### src/rtl/core_pkg.sv
// rtl/core_pkg.sv - shared writeback-select and load funct3 encodings
package core_pkg;

  typedef enum logic [1:0] {
    WB_ALU = 2'd0,
    WB_MEM = 2'd1,
    WB_PC4 = 2'd2,
    WB_IMM = 2'd3
  } wb_sel_t;

  localparam logic [2:0] LD_LB  = 3'b000;
  localparam logic [2:0] LD_LH  = 3'b001;
  localparam logic [2:0] LD_LW  = 3'b010;
  localparam logic [2:0] LD_LBU = 3'b100;
  localparam logic [2:0] LD_LHU = 3'b101;

  // True for the five load encodings the core implements.
  function automatic logic is_legal_load(input logic [2:0] funct3);
    return (funct3 == LD_LB) || (funct3 == LD_LH) || (funct3 == LD_LW) ||
           (funct3 == LD_LBU) || (funct3 == LD_LHU);
  endfunction

endpackage

### src/rtl/wb_stage_if.sv
// rtl/wb_stage_if.sv - MEM-to-WB inputs and register-file write port bundle
interface wb_stage_if #(
  parameter int XLEN = 32
);

  logic            en;
  logic            flush;
  logic            valid_in;
  logic            reg_write_in;
  logic [4:0]      rd_in;
  logic [1:0]      wb_sel_in;
  logic [2:0]      load_type_in;
  logic [1:0]      addr_low_in;
  logic [XLEN-1:0] alu_in;
  logic [XLEN-1:0] mem_rdata_in;
  logic [XLEN-1:0] pc4_in;
  logic [XLEN-1:0] imm_in;

  logic [4:0]      Wt_addr;
  logic [XLEN-1:0] Wt_data;
  logic            L_S;
  logic            valid_out;
  logic            fwd_en;
  logic            load_err;
  logic [XLEN-1:0] pc4_out;

  // Upstream pipeline side: drives MEM results, observes the write port.
  modport master (
    output en, flush, valid_in, reg_write_in, rd_in, wb_sel_in,
           load_type_in, addr_low_in, alu_in, mem_rdata_in, pc4_in, imm_in,
    input  Wt_addr, Wt_data, L_S, valid_out, fwd_en, load_err, pc4_out
  );

  // The WB stage itself.
  modport slave (
    input  en, flush, valid_in, reg_write_in, rd_in, wb_sel_in,
           load_type_in, addr_low_in, alu_in, mem_rdata_in, pc4_in, imm_in,
    output Wt_addr, Wt_data, L_S, valid_out, fwd_en, load_err, pc4_out
  );

endinterface

### src/rtl/wb_stage_load_align.sv
// rtl/wb_stage_load_align.sv - little-endian load extraction and misalign detect
module load_align
  import core_pkg::*;
#(
  parameter int XLEN = 32
) (
  input  logic [XLEN-1:0] raw_word,
  input  logic [2:0]      funct3,
  input  logic [1:0]      offset,
  output logic [XLEN-1:0] data,
  output logic            misalign
);

  logic [7:0]  sel_byte;
  logic [15:0] sel_half;

  assign sel_byte = raw_word[{offset, 3'b000} +: 8];
  assign sel_half = raw_word[{offset[1], 4'b0000} +: 16];

  // Select and extend the addressed lane; flag odd halfwords, unaligned words
  // and funct3 values that are not loads.
  always_comb begin
    data     = '0;
    misalign = 1'b0;
    unique case (funct3)
      LD_LB:  data = {{(XLEN-8){sel_byte[7]}}, sel_byte};
      LD_LBU: data = {{(XLEN-8){1'b0}}, sel_byte};
      LD_LH: begin
        data     = {{(XLEN-16){sel_half[15]}}, sel_half};
        misalign = offset[0];
      end
      LD_LHU: begin
        data     = {{(XLEN-16){1'b0}}, sel_half};
        misalign = offset[0];
      end
      LD_LW: begin
        data     = raw_word;
        misalign = (offset != 2'b00);
      end
      default: misalign = 1'b1;
    endcase
    if (!is_legal_load(funct3)) begin
      misalign = 1'b1;
    end
  end

endmodule

### src/rtl/wb_stage.sv
// rtl/wb_stage.sv - MEM/WB pipeline register with writeback select and load alignment
module wb_stage
  import core_pkg::*;
#(
  parameter int              XLEN      = 32,
  parameter logic [XLEN-1:0] RESET_PC4 = 32'h0000_0004
) (
  input  logic      clk,
  input  logic      rst,
  wb_stage_if.slave bus
);

  logic            q_valid;
  logic            q_reg_write;
  logic [4:0]      q_rd;
  wb_sel_t         q_wb_sel;
  logic [2:0]      q_load_type;
  logic [1:0]      q_addr_low;
  logic [XLEN-1:0] q_alu;
  logic [XLEN-1:0] q_mem_rdata;
  logic [XLEN-1:0] q_pc4;
  logic [XLEN-1:0] q_imm;

  logic [XLEN-1:0] load_data;
  logic            load_misalign;
  logic            load_fault;
  logic [XLEN-1:0] sel_data;

  // Pipeline register: reset, then flush (bubble, overrides stall), then capture or hold.
  always_ff @(posedge clk) begin
    if (rst || bus.flush) begin
      q_valid     <= 1'b0;
      q_reg_write <= 1'b0;
      q_rd        <= '0;
      q_wb_sel    <= WB_ALU;
      q_load_type <= '0;
      q_addr_low  <= '0;
      q_alu       <= '0;
      q_mem_rdata <= '0;
      q_pc4       <= RESET_PC4;
      q_imm       <= '0;
    end else if (bus.en) begin
      q_valid     <= bus.valid_in;
      q_reg_write <= bus.reg_write_in;
      q_rd        <= bus.rd_in;
      q_wb_sel    <= wb_sel_t'(bus.wb_sel_in);
      q_load_type <= bus.load_type_in;
      q_addr_low  <= bus.addr_low_in;
      q_alu       <= bus.alu_in;
      q_mem_rdata <= bus.mem_rdata_in;
      q_pc4       <= bus.pc4_in;
      q_imm       <= bus.imm_in;
    end
  end

  // Alignment works on registered fields so the stage has no input-to-output path.
  load_align #(
    .XLEN(XLEN)
  ) u_load_align (
    .raw_word (q_mem_rdata),
    .funct3   (q_load_type),
    .offset   (q_addr_low),
    .data     (load_data),
    .misalign (load_misalign)
  );

  assign load_fault = (q_wb_sel == WB_MEM) && load_misalign;

  // Writeback source select; a faulting load presents zero data.
  always_comb begin
    sel_data = '0;
    unique case (q_wb_sel)
      WB_ALU:  sel_data = q_alu;
      WB_MEM:  sel_data = load_data;
      WB_PC4:  sel_data = q_pc4;
      WB_IMM:  sel_data = q_imm;
      default: sel_data = '0;
    endcase
    if (load_fault) begin
      sel_data = '0;
    end
  end

  // x0 writes still reach the register file, but never act as a forwarding source.
  assign bus.Wt_addr   = q_rd;
  assign bus.Wt_data   = sel_data;
  assign bus.L_S       = q_valid & q_reg_write & ~load_fault;
  assign bus.valid_out = q_valid;
  assign bus.fwd_en    = bus.L_S & (q_rd != 5'd0);
  assign bus.load_err  = q_valid & load_fault;
  assign bus.pc4_out   = q_pc4;

endmodule

### src/flat_wrapper.sv
// flat-port wrapper written by rule: the top's interface ports become plain ports
module wb_stage_flat import core_pkg::*;
#(
  parameter int              XLEN      = 32,
  parameter logic [XLEN-1:0] RESET_PC4 = 32'h0000_0004
)
  (clk, rst, bus_en, bus_flush, bus_valid_in, bus_reg_write_in, bus_rd_in, bus_wb_sel_in, bus_load_type_in, bus_addr_low_in, bus_alu_in, bus_mem_rdata_in, bus_pc4_in, bus_imm_in, bus_Wt_addr, bus_Wt_data, bus_L_S, bus_valid_out, bus_fwd_en, bus_load_err, bus_pc4_out);
  wb_stage_if #(.XLEN(XLEN)) bus_i ();
  input  logic clk;
  input  logic rst;
  input wire logic [$bits(bus_i.en)-1:0] bus_en;
  input wire logic [$bits(bus_i.flush)-1:0] bus_flush;
  input wire logic [$bits(bus_i.valid_in)-1:0] bus_valid_in;
  input wire logic [$bits(bus_i.reg_write_in)-1:0] bus_reg_write_in;
  input wire logic [$bits(bus_i.rd_in)-1:0] bus_rd_in;
  input wire logic [$bits(bus_i.wb_sel_in)-1:0] bus_wb_sel_in;
  input wire logic [$bits(bus_i.load_type_in)-1:0] bus_load_type_in;
  input wire logic [$bits(bus_i.addr_low_in)-1:0] bus_addr_low_in;
  input wire logic [$bits(bus_i.alu_in)-1:0] bus_alu_in;
  input wire logic [$bits(bus_i.mem_rdata_in)-1:0] bus_mem_rdata_in;
  input wire logic [$bits(bus_i.pc4_in)-1:0] bus_pc4_in;
  input wire logic [$bits(bus_i.imm_in)-1:0] bus_imm_in;
  output wire logic [$bits(bus_i.Wt_addr)-1:0] bus_Wt_addr;
  output wire logic [$bits(bus_i.Wt_data)-1:0] bus_Wt_data;
  output wire logic [$bits(bus_i.L_S)-1:0] bus_L_S;
  output wire logic [$bits(bus_i.valid_out)-1:0] bus_valid_out;
  output wire logic [$bits(bus_i.fwd_en)-1:0] bus_fwd_en;
  output wire logic [$bits(bus_i.load_err)-1:0] bus_load_err;
  output wire logic [$bits(bus_i.pc4_out)-1:0] bus_pc4_out;
  assign bus_i.en = bus_en;
  assign bus_i.flush = bus_flush;
  assign bus_i.valid_in = bus_valid_in;
  assign bus_i.reg_write_in = bus_reg_write_in;
  assign bus_i.rd_in = bus_rd_in;
  assign bus_i.wb_sel_in = bus_wb_sel_in;
  assign bus_i.load_type_in = bus_load_type_in;
  assign bus_i.addr_low_in = bus_addr_low_in;
  assign bus_i.alu_in = bus_alu_in;
  assign bus_i.mem_rdata_in = bus_mem_rdata_in;
  assign bus_i.pc4_in = bus_pc4_in;
  assign bus_i.imm_in = bus_imm_in;
  assign bus_Wt_addr = bus_i.Wt_addr;
  assign bus_Wt_data = bus_i.Wt_data;
  assign bus_L_S = bus_i.L_S;
  assign bus_valid_out = bus_i.valid_out;
  assign bus_fwd_en = bus_i.fwd_en;
  assign bus_load_err = bus_i.load_err;
  assign bus_pc4_out = bus_i.pc4_out;
  wb_stage #(.XLEN(XLEN), .RESET_PC4(RESET_PC4)) u_core (.clk(clk), .rst(rst), .bus(bus_i));
endmodule
### config.mk
export PLATFORM = sky130hd
export DESIGN_NAME = wb_stage_flat
export DESIGN_NICKNAME = d
export VERILOG_FILES = /design/src/rtl/core_pkg.sv /design/src/rtl/wb_stage_if.sv /design/src/rtl/wb_stage_load_align.sv /design/src/rtl/wb_stage.sv /design/src/flat_wrapper.sv
export SDC_FILE = /design/constraint.sdc
export NUM_CORES = 1
export LEC_CHECK = 0
export ABC_AREA = 1
export ABC_CLOCK_PERIOD_IN_PS = 1900
export BUFFER_PORTS_ARGS = -buffer_cell sky130_fd_sc_hd__buf_2
export CAP_MARGIN = 10
export CORE_MARGIN = 2
export CORE_UTILIZATION = 54
export CTS_BUF_LIST = sky130_fd_sc_hd__clkbuf_2
export DETAILED_ROUTE_END_ITERATION = 7
export GPL_TIMING_DRIVEN = 0
export HOLD_SLACK_MARGIN = 0.12
export PLACE_DENSITY = 0.83
export SYNTH_ARGS = -nofsm -noshare
export SYNTH_HDL_FRONTEND = slang
export SYNTH_HIERARCHICAL = 1
export SYNTH_SLANG_ARGS = --single-unit
### constraint.sdc
create_clock -name clk -period 1.9 [get_ports clk]
set_input_delay 0.19 -clock clk [delete_from_list [all_inputs] [get_ports clk]]
set_output_delay 0.19 -clock clk [all_outputs]
set_load 0.02 [all_outputs]
==> flow_metrics.tcl, run 1 <==
set metrics [dict create \
    ys_seq_area_share_pct 39.3 \
    ys_seq_elements 142 \
    cts_made_buffers 17 \
    synth_nets 1256 \
    initial_utilization_pct 55.1 \
    cts_max_level 4 \
    postGrtWorstEndpoint "bus_Wt_data[29]" \
    yosys.area.top_type_share_pct 39.3 \
    yosysUniqueCellTypes 29 \
    synth_top_cell_by_area "dfxtp_1" \
    grt_max_degree 17 \
    die_h_um 120 \
    dp_hpwl_um 18900 \
    ioPinCount 219 \
    antenna_found_initial 9 \
    syn_area_per_cell_um2 6.52 \
    cts_num_sinks 142 \
    die_w_um 120 \
    haltStage "global routing" \
    outcome "aborted with a tool error" \
    syn-cell-area_um2 7230 \
    placement.cell_area_um2 8540 \
    gp_congestion 0.922 \
    synth_area_leaders "dfxtp_1 39%, nor2_1 17%, o21ai_0 11%" \
    syn_inst 1110 \
    overflow 1 \
    portBuffers 217 \
    rows 42 \
    placed_cells 1503 \
    worst-ep-kind "top-level output" \
    clockBufferDepth 2 \
    cts_root_buffer "clkbuf_2" \
    grt_use_total_pct 76.4 \
    error "[ERROR GRT-0232] Routing congestion too high. Check the congestion heatmap in the GUI." \
    synth_warnings 6 \
]
## routing by layer
metal / GRT usage, % / GRT overflow
met5: 32.7 / 0
met4: 74.6 / 0
met3: 61.8 / 0
met2: 94.4 / 1
met1: 74.8 / 0
## timing repair
action,CTS
resized for setup,108
pin swaps,21
cloned,6
endpoints found under the hold margin,142
hold buffers,264
endpoints found under the setup margin,35
setup buffers,15
## cells in the mapped netlist
cell        n
inv_2       6
inv_1      49
a21oi_1    36
inv_4       2
dfxtp_1   142
o31ai_1     1
nand2_1   152
a21oi_2     1
o211ai_1    1
buf_1       1
o21ai_0   159
buf_2      34
nand3_4     1
nor2_2     11
buf_8       2
nand4_1     9
clkbuf_1   20
nor2_4      2
nand2_4     1
nand3_2     1
buf_12      1
nor2_1    336
clkbuf_2    1
nand2_2     2
buf_6      21
nand3_1    91
nor3_1      1
o21ai_1    22
buf_4       4
## cells by family after synthesis
family	count (synthesis)	share of synthesized area, %
flops	142	39.3
simple gates	607	34.4
compound gates	220	15.3
buf+inv	141	10.9
## through the flow
step,setup WS [ps],util (%)
2_1_floorplan,71.9,-
3_3_place_gp,-532,65.0
3_5_place_dp,-466,65.0
4_1_cts,-740,90.3
==> inputs of run 2 (changes only) <==
--- a/config.mk
+++ b/config.mk
@@ -10,12 +10,10 @@
 export BUFFER_PORTS_ARGS = -buffer_cell sky130_fd_sc_hd__buf_2
 export CAP_MARGIN = 10
 export CORE_MARGIN = 2
-export CORE_UTILIZATION = 54
-export CTS_BUF_LIST = sky130_fd_sc_hd__clkbuf_2
+export CORE_UTILIZATION = 40
 export DETAILED_ROUTE_END_ITERATION = 7
 export GPL_TIMING_DRIVEN = 0
-export HOLD_SLACK_MARGIN = 0.12
-export PLACE_DENSITY = 0.83
+export PLACE_DENSITY_LB_ADDON = 0.15
 export SYNTH_ARGS = -nofsm -noshare
 export SYNTH_HDL_FRONTEND = slang
 export SYNTH_HIERARCHICAL = 1
==> run 2 against run 1 <==
  * The flow now finishes, with violations (negative setup slack)
  * Synthesized cell count unchanged
  * Synthesized area unchanged
==> flow_metrics.tcl, run 2 <==
set metrics [dict create \
    dr.pass1.iters 7 \
    yosys.area.top_type_share_pct 39.3 \
    yosys-top-cells-count "336 x nor2_1, 159 x o21ai_0, 152 x nand2_1" \
    cts_max_level 4 \
    area_growth_pct 46.7 \
    drt_first_iter_violations 613 \
    yosysMostFrequentCell "nor2_1" \
    grt_use_total_pct 28.0 \
    p_comb_share_pct 18.9 \
    hold_viol_final 0 \
    power_density_nw_per_um2 763 \
    wl_per_cell_um 16.4 \
    maxCapViolations 0 \
    ys_seq_area_share_pct 39.3 \
    holdWs_ps 1.66 \
    crit_type "flop to output pin" \
    initial_utilization_pct 40.5 \
    path_cells "inv_2, buf_6, nand3_4, clkinvlp_4, o21ai_2, nand2_2, nand3_4, buf_6, o21ai_1, nor2_1, buf_4" \
    cp.arrival_ps 2110 \
    required_ps 1710 \
    critical_path_buf_inv_count 5 \
    synth_warnings 6 \
    syn-cell-area_um2 7230 \
    synth_top_cell_by_area "dfxtp_1" \
    clk_latency_ps 420 \
    max_freq_mhz 435 \
    clkPwrFrac_pct 41.5 \
    skew_ps 0 \
    grt_max_degree 17 \
    antennaDiodeCount 0 \
    yosysUniqueCellTypes 29 \
    fin_crit_sh_pct 121 \
    clockBufferDepth 2 \
    fin_ws_ps -401 \
    portBuffers 217 \
    cts_made_buffers 17 \
    violations "negative setup slack" \
    cts_root_buffer "clkbuf_16" \
    vias 8512 \
    viasPerCell 5.05 \
    p_int_w 0.00583 \
    outcome "finished, violations left" \
    p_sw_share_pct 28.0 \
    p_seq_share_pct 39.6 \
    finalCriticalPeriod_ps 2300 \
    die_w_um 138 \
    holdCritPathClass "input pin to flop" \
    fin_setup_tns_ps -12160 \
    cts_num_sinks 142 \
    dieArea_um2 19200 \
    max_slew_margin_pct 65.0 \
    layout-drive-gt1-share_pct 29.1 \
    synth_edf_count 0 \
    slowest_stage "dfxtp_2" \
    crit_family "buffers and inverters" \
    p_leak_nw 5.02 \
    path_max_fanout 7 \
    drtAntennaViolNets 0 \
    gp_congestion 0.934 \
    rsz0062_at_grt "true" \
    antenna_found_initial 0 \
    layout_commonest_cell "nor2_1" \
    ys_seq_elements 142 \
    p_sw_w 0.00227 \
    dp_hpwl_um 20100 \
    worst_pin_slew_ps 525 \
    ir_drop_uv 617 \
    die_h_um 138 \
    cts_tree "done" \
    grt_pass1_wl_um 42300 \
    syn_inst 1110 \
    grt_pass1_vias 8023 \
    setup_viol 35 \
    drc 0 \
    synthArstFlopShare_pct 0 \
    overflow 0 \
    cp-end-kind "output pin" \
    syn_area_per_cell_um2 6.52 \
    cpPeakStageDelay_ps 330 \
    wl_um 27700 \
    path_clk_slew_ps 60 \
    rows 49 \
    ioPinCount 219 \
    layout.nets 1591 \
    coreArea_um2 17800 \
    slew_viol_final 0 \
    cp-start-kind "flop" \
    synth_flop_cell "dfxtp_1" \
    synth_nets 1256 \
    final_cell_mix "312 x nor2_1, 213 x buf_2, 148 x o21ai_0" \
    synth_area_leaders "dfxtp_1 39%, nor2_1 17%, o21ai_0 11%" \
]
## run 2: area by class of cell
| type | count | area (µm²) |
|---|---|---|
| multi-input cells | 827 | 3870 |
| fillers | 1756 | 7230 |
| plain buffers | 84 | 601 |
| repair buffers | 316 | 2170 |
| inverters | 57 | 225 |
| well taps | 229 | 287 |
| clock buffers | 22 | 484 |
| clock inverters | 10 | 111 |
| flip-flops and latches | 142 | 2860 |
## run 2: routing by layer
| metal | routed length, µm | vias to the layer above | track usage, % |
|---|---|---|---|
| met3 | 1950 | 49 | 5.40 |
| met2 | 12900 | 347 | 47.0 |
| met1 | 12100 | 3875 | 36.2 |
| met5 | 0 | - | 0 |
| met4 | 681 | 0 | 9.18 |
| li1 | - | 4241 | - |
## run 2: timing repair
action / in CTS / in global routing
endpoints found under the hold margin: 83 / 0
resized for setup: 116 / 45
cloned: 3 / 0
endpoints found under the setup margin: 35 / 35
pin swaps: 25 / 18
hold buffers: 83 / 0
setup buffers: 11 / 2
## run 2: power by group through the flow
stage               Combinational, W  Sequential [W]  Clock (W)
floorplan                   0.000719         0.00327          0
global placement             0.00123         0.00326          0
detailed placement           0.00123         0.00326          0
CTS                          0.00147         0.00320    0.00341
global route                 0.00166         0.00322    0.00353
finish                       0.00153         0.00320    0.00336
## run 2: worst paths after layout
path / slack, ps / cells after the start / end / startpoint
setup / recovery: -400 / 11 / bus_Wt_data[8] / u_core/q_load_type[2]
hold / removal: 2 / 3 / u_core/q_mem_rdata[13] / bus_mem_rdata_in[13]
setup reg to reg: 740 / 3 / u_core/q_wb_sel[1] / u_core/q_wb_sel[1]
hold reg to reg: 480 / 2 / u_core/bus.pc4_out[18] / u_core/bus.pc4_out[18]
## run 2: tightest hold or removal path, stage by stage
cell,delay [ps]
buf_2,70
nor2_1,40
nor2_1,80
## run 2: per-stage QoR
stage	util [%]	cell area [µm²]	worst slack, ps	total power (W)	instances
floorplan	-	7230	71.9	0.00399	1110
global placement	48.2	8610	-448	0.00449	1556
detailed placement	48.2	8610	-428	0.00450	1556
CTS	58.5	10400	-336	0.00807	1685
global route	59.5	10600	-498	0.00840	1687
finish	59.5	10600	-401	0.00810	1687
## run 2: cells by family after synthesis
family,count (synthesis),share of synthesized area [%]
DFF,142,39.3
AOI/OAI and AO/OA,220,15.3
and+or+nand+nor,607,34.4
buffers and inverters,141,10.9
(Power assumes the default switching activity.)
==> inputs of run 3 (changes only) <==
--- a/config.mk
+++ b/config.mk
@@ -6,7 +6,7 @@
 export NUM_CORES = 1
 export LEC_CHECK = 0
 export ABC_AREA = 1
-export ABC_CLOCK_PERIOD_IN_PS = 1900
+export ABC_CLOCK_PERIOD_IN_PS = 2500
 export BUFFER_PORTS_ARGS = -buffer_cell sky130_fd_sc_hd__buf_2
 export CAP_MARGIN = 10
 export CORE_MARGIN = 2
==> constraint.sdc (replaced) <==
create_clock -name clk -period 2.5 [get_ports clk]
set_input_delay 0.125 -clock clk [delete_from_list [all_inputs] [get_ports clk]]
set_output_delay 0.125 -clock clk [all_outputs]
set_load 0.02 [all_outputs]
==> run 3 against run 2 <==
  * The run now ends clean
  * Hold slack improved by 28 ps
  * Sequential share of layout area decreased by 0.10 points
  * Sequential power decreased by 24%
  * Cell count increased by 2.1%
  * Via count increased by 2.3%
==> flow_metrics.tcl, run 3 (synthesis results as in run 2) <==
set metrics [dict create \
    wl_per_cell_um 16.2 \
    cp-end-kind "output pin" \
    hold_viol_final 0 \
    cts_tree "done" \
    clockBufferDepth 2 \
    required_ps 2380 \
    finalCriticalPeriod_ps 2340 \
    cts_made_buffers 17 \
    worst_pin_slew_ps 527 \
    die_w_um 138 \
    fin_crit_sh_pct 93.5 \
    portBuffers 217 \
    place_ws_ps 237 \
    fill_cells 1744 \
    cp-start-kind "flop" \
    gp_congestion 0.934 \
    vias 8706 \
    viasPerCell 5.05 \
    holdWs_ps 30.1 \
    setup_viol 0 \
    drtAntennaViolNets 0 \
    r2r_slack_ps 1320 \
    cp.arrival_ps 2210 \
    antenna_found_initial 0 \
    max_freq_mhz 428 \
    fin_ws_ps 162 \
    maxCapViolations 0 \
    power_density_nw_per_um2 577 \
    grt_pass1_wl_um 42800 \
    max_slew_margin_pct 64.9 \
    overflow 0 \
    final_cell_area_um2 10600 \
    cts_max_level 4 \
    grt_max_degree 17 \
    p_leak_nw 5.09 \
    rows 49 \
    initial_utilization_pct 40.5 \
    ir_drop_uv 464 \
    grt_use_total_pct 28.2 \
    path_max_fanout 10 \
    cts_root_buffer "clkbuf_16" \
    clk_latency_ps 420 \
    layout_commonest_cell "nor2_1" \
    power_w 0.00611 \
    fin_setup_tns_ps 0 \
    final_cell_mix "335 x nor2_1, 245 x buf_2, 159 x o21ai_0" \
    crit_type "flop to output pin" \
    die_h_um 138 \
    layout.nets 1627 \
    slew_viol_final 0 \
    layout-drive-gt1-share_pct 23.1 \
    dr.pass1.iters 6 \
    wl_um 27800 \
    grt_pass1_vias 8130 \
    coreArea_um2 17800 \
    hp-start "bus_pc4_in[20]" \
    reg2regPathDepth 3 \
    r2r-start "u_core/q_wb_sel[1]" \
    antennaDiodeCount 0 \
    drt_first_iter_violations 752 \
    cts_num_sinks 142 \
    outcome "completed" \
    dp_hpwl_um 20100 \
    placement.cell_area_um2 8610 \
    min_to "u_core/bus.pc4_out[20]" \
    skew_ps 0 \
    drc 0 \
    holdCritPathClass "input pin to flop" \
    ioPinCount 219 \
    path_clk_slew_ps 60 \
    reg2reg_to "u_core/q_wb_sel[1]" \
    rsz0062_at_grt "false" \
    dieArea_um2 19200 \
    area_growth_pct 46.4 \
    min_path_cells 3 \
]
## run 3: report_power, final
group	switching (W)	internal, W
combinational	0.000641	0.000486
clock	0.000982	0.00157
sequential	0.0000701	0.00236
## run 3: worst max-delay path by stage
stage / startpoint / endpoint / slack (ps)
3_5_place_dp: u_core/q_load_type[2] / bus_Wt_data[10] / 240
3_3_place_gp: u_core/q_load_type[2] / bus_Wt_data[10] / 220
6_report: u_core/q_addr_low[1] / bus_Wt_data[10] / 160
5_1_grt: u_core/q_load_type[2] / bus_Wt_data[14] / 20
4_1_cts: u_core/q_load_type[0] / bus_Wt_data[3] / 60
2_1_floorplan: u_core/q_load_type[2] / bus_Wt_data[10] / 740
## run 3: metal layers
| layer | global-route usage (%) | up-vias | wire [µm] |
|---|---|---|---|
| li1 | - | 4307 | - |
| met1 | 36.7 | 3992 | 12200 |
| met2 | 47.2 | 362 | 12900 |
| met3 | 4.95 | 45 | 1980 |
| met4 | 10.0 | 0 | 749 |
| met5 | 0 | - | 0 |
## run 3: worst max-delay path, cell delays in order (launching register included)
cell     delay [ps]
dfxtp_1         410
buf_4           200
nand3_1          80
nand2_1         140
nand2_4         100
buf_6           150
nand2_1          60
nand3_1          80
nand2_1         120
nor2_1           50
nor2_1          200
buf_4           180
## run 3: area by class of cell
| cell class | instances | area [µm²] | share of cell area, % |
|---|---|---|---|
| Multi-Input combinational cell | 827 | 3620 | 34.2 |
| Buffer | 84 | 582 | 5.49 |
| Clock buffer | 22 | 484 | 4.57 |
| Inverter | 57 | 223 | 2.10 |
| Sequential cell | 142 | 2850 | 26.9 |
| Clock inverter | 10 | 111 | 1.05 |
| Tap cell | 229 | 287 | 2.70 |
| Timing Repair Buffer | 352 | 2440 | 23.0 |
## run 3: timing repair
| item | CTS | global route |
|---|---|---|
| hold buffers | 133 | 0 |
| pin swaps | 1 | 2 |
| resized for setup | 9 | 5 |
| setup endpoints to repair | 30 | 28 |
| setup buffers | 1 | 1 |
| hold endpoints to repair | 133 | 0 |
## run 3: stage by stage
step           std cells  util, %
6_report            1723     59.4
5_1_grt             1723     59.4
4_1_cts             1722     59.3
3_5_place_dp        1556     48.2
3_3_place_gp        1556     48.2
2_1_floorplan       1110        -
==> inputs of run 4 (changes only) <==
--- a/config.mk
+++ b/config.mk
@@ -9,6 +9,7 @@
 export ABC_CLOCK_PERIOD_IN_PS = 2500
 export BUFFER_PORTS_ARGS = -buffer_cell sky130_fd_sc_hd__buf_2
 export CAP_MARGIN = 10
+export CORE_ASPECT_RATIO = 0.5
 export CORE_MARGIN = 2
 export CORE_UTILIZATION = 40
 export DETAILED_ROUTE_END_ITERATION = 7
==> run 4 against run 3 <==
  * Register-to-register slack improved by 140 ps
  * Via count fell by 0.36%
  * Die area rose by 0.34%
  * Highest routed layer unchanged
  * Flip-flop and latch count did not move
  * Critical path depth fell by 1
  * Clock skew did not move
  * First-iteration DRC count rose by 9.3%
  * Cell count rose by 0.35%
  * Routed wire length rose by 4.9%
  * Sequential power barely moved
==> flow_metrics.tcl, run 4 (synthesis results as in run 2) <==
set metrics [dict create \
    busiest_layer "met2" \
    multiInputGateArea_um2 3620 \
    dieArea_um2 19200 \
    required_ps 2380 \
    placed_cells 1561 \
    rsz0062_at_grt "false" \
    portBuffers 217 \
    fill_cells 1657 \
    fin_ws_ps 110 \
    dp_hpwl_um 20900 \
    dr.pass1.iters 5 \
    path_max_fanout 10 \
    cts_root_buffer "clkbuf_16" \
    drc 0 \
    cp-start-kind "flop" \
    initial_utilization_pct 41.3 \
    layout.cells.non_filler 1729 \
    hold_viol_final 0 \
    skew_ps 0 \
    grtUsageMet3_pct 4.76 \
    clockBufferDepth 2 \
    critical_path_buf_inv_count 2 \
    holdWs_ps 8.48 \
    holdCritPathClass "input pin to flop" \
    cts_tree "done" \
    die_h_um 99.1 \
    cp-end-kind "output pin" \
    grt_max_degree 17 \
    max_freq_mhz 418 \
    viasPerCell 5.02 \
    clk_latency_ps 420 \
    cp.arrival_ps 2270 \
    cts_num_sinks 142 \
    max_slew_margin_pct 64.3 \
    outcome "completed" \
    cpMostUsedCell "nor2_1" \
    wl_per_cell_um 16.9 \
    path_clk_slew_ps 60 \
    power_density_nw_per_um2 599 \
    coreArea_um2 17500 \
    cpPeakStageDelay_ps 550 \
    path_cells "nand3_4, buf_4, nor2_1, nor2_1, nand2_1, nand3_1, nand2_1, nor2_1, nor2_1, buf_2" \
    gp_congestion 0.922 \
    layout.nets 1630 \
    final_cell_mix "334 x nor2_1, 244 x buf_2, 158 x o21ai_0" \
    drt_first_iter_violations 822 \
    vias 8675 \
    maxCapViolations 0 \
    ir_drop_uv 488 \
    grt_use_total_pct 30.3 \
    wl_um 29200 \
    rows 34 \
    ioPinCount 219 \
    grt_pass1_vias 8337 \
    area_growth_pct 47.8 \
    post-route-util_pct 61.0 \
    antennaDiodeCount 0 \
    die_w_um 194 \
    gr-usage-met1_pct 44.3 \
    cts_max_level 4 \
    worst_pin_slew_ps 535 \
    layout-drive-gt1-share_pct 23.1 \
    p_leak_nw 5.14 \
    layout_commonest_cell "nor2_1" \
    met2_usage_pct 47.0 \
    cts_made_buffers 17 \
    finalCriticalPeriod_ps 2390 \
    drtAntennaViolNets 0 \
    setup_viol 0 \
    slowest_stage "dfxtp_1" \
    antenna_found_initial 1 \
    overflow 0 \
    crit_family "simple AND/OR/NAND/NOR gates" \
    grt_pass1_wl_um 45200 \
    slew_viol_final 0 \
    crit_type "flop to output pin" \
    fin_setup_tns_ps 0 \
    register_area_um2 2850 \
    fin_crit_sh_pct 95.6 \
    place_ws_ps 125 \
]
-- run 4: timing repair --
action	in CTS	in global routing
gates resized for setup	7	15
endpoints found under the hold margin	136	0
setup endpoints to repair	30	31
buffers inserted	1	1
hold buffers	136	0
pin swaps	0	3
cloned	0	0
-- run 4: worst paths after layout --
kind / to / slack [ps] / cells after the start / from
min reg2reg: u_core/bus.pc4_out[0] / 480 / 2 / u_core/bus.pc4_out[0]
min: u_core/q_wb_sel[1] / 8 / 3 / bus_wb_sel_in[1]
max: bus_Wt_data[18] / 110 / 10 / u_core/q_load_type[1]
max reg2reg: u_core/q_wb_sel[1] / 1460 / 3 / u_core/q_wb_sel[1]
-- run 4: final cells by class --
cell class / count / share of cell area [%]
inverters: 57 / 2.08
plain buffers: 84 / 5.56
repair buffers: 355 / 23.1
clock buffers: 19 / 4.24
multi-input cells: 827 / 33.9
clock inverters: 11 / 1.78
well taps: 234 / 2.74
flip-flops and latches: 142 / 26.6
-- run 4: through the flow --
step                area, µm²  total power [W]
floorplan                7230          0.00303
global placement         8610          0.00342
detailed placement       8610          0.00342
CTS                     10700          0.00640
global route            10700          0.00663
finish                  10700          0.00641
-- run 4: report_power, final --
group	internal (W)	switching, W	total, W
registers	0.00236	0.0000663	0.00243
clock network	0.00181	0.00102	0.00283
logic	0.000491	0.000656	0.00115
-- run 4: tightest hold or removal path: stages --
cell and delay (ps):
buf_2 80, o21ai_0 80, a21oi_1 110
-- run 4: routing by layer --
metal	wire, µm	up-vias
met5	0	-
met4	348	0
met2	12800	319
li1	-	4307
met3	1800	33
met1	14300	4016
